### src/rtl/phase5_pkg.sv
// Shared types, code constants and small helpers for the phase-5 time-lock checker.
package phase5_pkg;

  typedef enum logic [2:0] {
    IDLE = 3'd0,
    ST1  = 3'd1,
    ST2  = 3'd2,
    ST3  = 3'd3,
    PASS = 3'd4,
    FAIL = 3'd5
  } state_t;

  localparam logic [1:0] TL_IDLE = 2'b00;
  localparam logic [1:0] TL_S1   = 2'b01;
  localparam logic [1:0] TL_S2   = 2'b10;
  localparam logic [1:0] TL_S3   = 2'b11;

  localparam logic [1:0] CAUSE_NONE  = 2'b00;
  localparam logic [1:0] CAUSE_ORDER = 2'b01;
  localparam logic [1:0] CAUSE_SHORT = 2'b10;
  localparam logic [1:0] CAUSE_LONG  = 2'b11;

  function automatic logic [1:0] expected_code(input state_t s);
    case (s)
      ST1:     return TL_S1;
      ST2:     return TL_S2;
      ST3:     return TL_S3;
      default: return TL_IDLE;
    endcase
  endfunction

  // The code that legally ends the dwell of each stage; ST3 hands back to 00.
  function automatic logic [1:0] next_code(input state_t s);
    case (s)
      ST1:     return TL_S2;
      ST2:     return TL_S3;
      default: return TL_IDLE;
    endcase
  endfunction

  function automatic state_t advance_state(input state_t s);
    case (s)
      ST1:     return ST2;
      ST2:     return ST3;
      ST3:     return PASS;
      default: return IDLE;
    endcase
  endfunction

  function automatic logic [1:0] stage_of(input state_t s, input logic [1:0] held);
    case (s)
      IDLE:    return 2'd0;
      ST1:     return 2'd0;
      ST2:     return 2'd1;
      ST3:     return 2'd2;
      PASS:    return 2'd3;
      FAIL:    return held;
      default: return 2'd0;
    endcase
  endfunction

  function automatic logic [1:0] sat_inc(input logic [1:0] v, input logic [1:0] max);
    return (v >= max) ? max : v + 2'd1;
  endfunction

endpackage

### src/rtl/phase5_dwell_counter.sv
// Dwell counter for the current time-lock code: load-to-1, increment, and compare to DWELL.
module phase5_dwell_counter
  import phase5_pkg::*;
#(
  parameter int DWELL = 5
) (
  input  logic clk,
  input  logic reset,
  input  logic clr,
  input  logic load,
  input  logic inc,
  output logic at_dwell
);

  localparam logic [3:0] DWELL_C = 4'(DWELL);

  logic [3:0] cnt_r;

  // Counter register; clear outranks load, load outranks increment.
  always_ff @(posedge clk) begin
    if (reset) begin
      cnt_r <= 4'd0;
    end else if (clr) begin
      cnt_r <= 4'd0;
    end else if (load) begin
      cnt_r <= 4'd1;
    end else if (inc) begin
      cnt_r <= cnt_r + 4'd1;
    end else begin
      cnt_r <= cnt_r;
    end
  end

  assign at_dwell = (cnt_r == DWELL_C);

endmodule

### config.mk
export PLATFORM = sky130hd
export DESIGN_NAME = phase5_dwell_counter
export DESIGN_NICKNAME = d
export VERILOG_FILES = /design/src/rtl/phase5_pkg.sv /design/src/rtl/phase5_dwell_counter.sv
export SDC_FILE = /design/constraint.sdc
export NUM_CORES = 1
export LEC_CHECK = 0
export ABC_AREA = 1
export CELL_PAD_IN_SITES_DETAIL_PLACEMENT = 0
export CELL_PAD_IN_SITES_GLOBAL_PLACEMENT = 1
export CORE_AREA = 2 2 39 41
export CTS_CLUSTER_SIZE = 40
export DETAILED_ROUTE_END_ITERATION = 16
export DIE_AREA = 0 0 41 43
export PLACE_DENSITY = 0.47
export SYNTH_ARGS = -nofsm -noshare
export SYNTH_HDL_FRONTEND = slang
export SYNTH_SLANG_ARGS = --single-unit
export TNS_END_PERCENT = 10
### constraint.sdc
create_clock -name clk -period 1.3 [get_ports clk]
set_input_delay 0.26 -clock clk [delete_from_list [all_inputs] [get_ports clk]]
set_output_delay 0.26 -clock clk [all_outputs]
set_load 0.005 [all_outputs]
==> impl_metrics.csv <==
group,metric,value,unit
floorplan,die-area,1760,um2
synthesis,ys_warn_count,0,
drt,ant_nets,0,
setup_path,critPathMaxFanout,2,
cells_and_area,largest_register_ffs,4,
synthesis,avgSynthCellArea,7.34,um2
cells_and_area,n_antenna_cell,0,
cells_and_area,syn_to_final_growth,58.0,%
job,cap_violations,0,
hold_path,whs_endpoint,"cnt_r[3]",
global_route,antenna_found_initial,0,
drt,drt-total-wl,489,um
setup_path,crit_chain,"inv_2 -> ha_4 -> nand2_2 -> nor2_1 -> buf_2",
hold_path,whs_path_depth,2,
global_route,grt-ovfl-total,0,
synthesis,yosys.area.top_type,"dfxtp_1",
global_route,grt_pass1_vias,222,
power_and_ir_drop,power.total,0.000320,W
sta,slew_violations,0,
synthesis,synth_cells,30,
setup_path,crit_path_start,"cnt_r[1]",
cells_and_area,drive_gt1_frac,0.366,
setup_path,startpoint_type,"flip-flop",
clocking,post_cts_buffers,0,
power_and_ir_drop,power_density,919,nW/um2
sta,max_slew_margin,0.831,
cells_and_area,fillers,162,
cells_and_area,seqCellArea,82.6,um2
clocking,clockBufferDepth,2,
cells_and_area,post-route-util,0.251,
setup_path,critPathKind,"reg -> out",
cells_and_area,largestRegisters,"cnt_r (4)",
cells_and_area,nNetsFinal,50,
synthesis,seq_area_frac_synth,0.364,
global_route,grt_max_degree,7,
sta,setup_viol_count_final,0,
power_and_ir_drop,leakage,0.152,nW
cells_and_area,instances_no_fill,57,
floorplan,row_count,14,
sta,hold_slack,0.494,ns
setup_path,worstPathArrival,0.97,ns
clocking,htreeDepth,1,
sta,finClkSkew,0.00324,ns
floorplan,die-height,43,um
floorplan,initial_core_util,0.159,
drt,num_vias,224,
floorplan,ios,6,
synthesis,synthDistinctLibCells,14,
setup_path,worstPathRequired,1.04,ns
drt,dr.pass1.iters,2,
synthesis,synth-seq-cells,4,
clocking,cts_tree,"done",
cells_and_area,top_register,"cnt_r",
placement,place_congestion,0.710,
hold_path,hold_class,"reg -> reg",
clocking,hold_buffers,0,
synthesis,syn_nets,37,
sta,worst_pin_slew,0.253,ns
drt,drt_iter0_drc,1,
sta,setup_tns,0,ns
setup_path,critPathMaxStageDelay,0.31,ns
setup_path,slowest_stage,"dfxtp_2",
setup_path,rr_worst_depth,4,
drt,wl_per_cell,8.58,um
floorplan,coreArea,1380,um2
synthesis,synth.area.top_cells,"dfxtp_1 (36%), ha_1 (11%), inv_1 (10%)",
floorplan,die_w,41,um
cells_and_area,multi_input_area,133,um2
sta,period_share,0.945,
drt,routed_via_density,3.93,
setup_path,r2r_setup_slack,0.23,ns
drt,drc,0,
setup_path,crit_path_end_kind,"primary output",
clocking,cts_made_buffers,3,
clocking,clk_latency,0.23,ns
global_route,grt_pass1_wl,772,um
placement,numPortBuffers,5,
global_route,grt.total_usage,0.0682,
power_and_ir_drop,vdd.ir_drop.worst,316,uV
sta,max_freq,814,MHz
setup_path,regToRegEndpoint,"cnt_r[2]",
hold_path,hold_start,"cnt_r[3]",
clocking,clockRootBuffer,"clkbuf_4",
clocking,cts.sinks,4,
sta,grt_setup_unrepaired,"no",
sta,period_minus_slack,1.23,ns
placement,numPlacedInstances,54,
sta,hold_violations,0,
setup_path,r2r_start,"cnt_r[0]",
synthesis,netlist_area,220,um2
synthesis,synth_top_area_share,0.364,
clocking,cts.clk_slew.worst_paths,0.04,ns
outcome,status,"finished clean",
## how the worst max path moves through the flow
stage,endpoint,slack (ns),cells after the start
floorplan,at_dwell,0.36,3
global placement,at_dwell,-0.09,5
detailed placement,at_dwell,-0.10,5
CTS,at_dwell,0.01,5
global route,at_dwell,0.009,5
finish,at_dwell,0.07,5
## final cells by class
class,count,share of cell area
multi-input cells,20,0.381
flip-flops and latches,4,0.237
repair buffers,8,0.194
clock buffers,3,0.0647
inverters,6,0.0647
well taps,16,0.0576
## metal layers
metal  global-route usage  wire length (um)
met1               0.0705               185
met2               0.0969               279
met3               0.0157                24
met4               0.0800                 0
met5                    0                 0
## through the flow
step | instance area [um2] | setup slack [ns]
3_3_place_gp | 313 | -0.0910
4_1_cts | 332 | 0.0116
3_5_place_dp | 313 | -0.103
2_1_floorplan | 220 | 0.362
5_1_grt | 348 | 0.00900
6_report | 348 | 0.0712
## critical path, delay by kind of cell (launching register included)
family        cells  cell delay [ns]
flops             1             0.31
buf+inv           2             0.18
fa+ha+maj         1             0.12
simple gates      2             0.12
## kinds of logic (layout without fill, tap and decap cells)
family | Yosys count | after routing | synth area share
simple gates | 12 | 12 | 0.267
fa+ha+maj | 2 | 2 | 0.114
buf+inv | 6 | 17 | 0.102
compound gates | 5 | 5 | 0.114
flops | 4 | 4 | 0.364
xor+xnor | 1 | 1 | 0.0398
## where the power goes
group | leakage, nW | total, W | internal [W] | switching (W)
sequential | 0.0333 | 0.000129 | 0.000126 | 0.00000251
clock | 0.0138 | 0.000154 | 0.000103 | 0.0000510
combinational | 0.105 | 0.0000367 | 0.0000215 | 0.0000152
## timing repair
action / in CTS / in global routing
pin swaps: 1 / 1
endpoints found under the hold margin: 0 / 0
endpoints found under the setup margin: 1 / 1
gates resized for setup: 5 / 5
## cells in the mapped netlist, drive strengths merged
library cell	count
inv	6
nand2	6
a21oi	4
dfxtp	4
ha	2
nor2	2
and3	1
nand3	1
nor3	1
o21ai	1
or2	1
xnor2	1
## layout by cell type (no fill, tap or decap)
master           instances
ha_1                     1
inv_1                    5
buf_4                    3
clkdlybuf4s50_1          4
dfxtp_2                  2
nor2_1                   1
nand2_1                  4
inv_2                    1
buf_2                    1
o21ai_0                  1
nand2_2                  2
dfxtp_1                  2
nand3_1                  1
nor3_1                   1
and3_2                   1
nor2_2                   1
ha_4                     1
a21oi_1                  4
xnor2_1                  1
clkbuf_4                 3
or2_1                    1
Power figures use the tool's default switching activity.
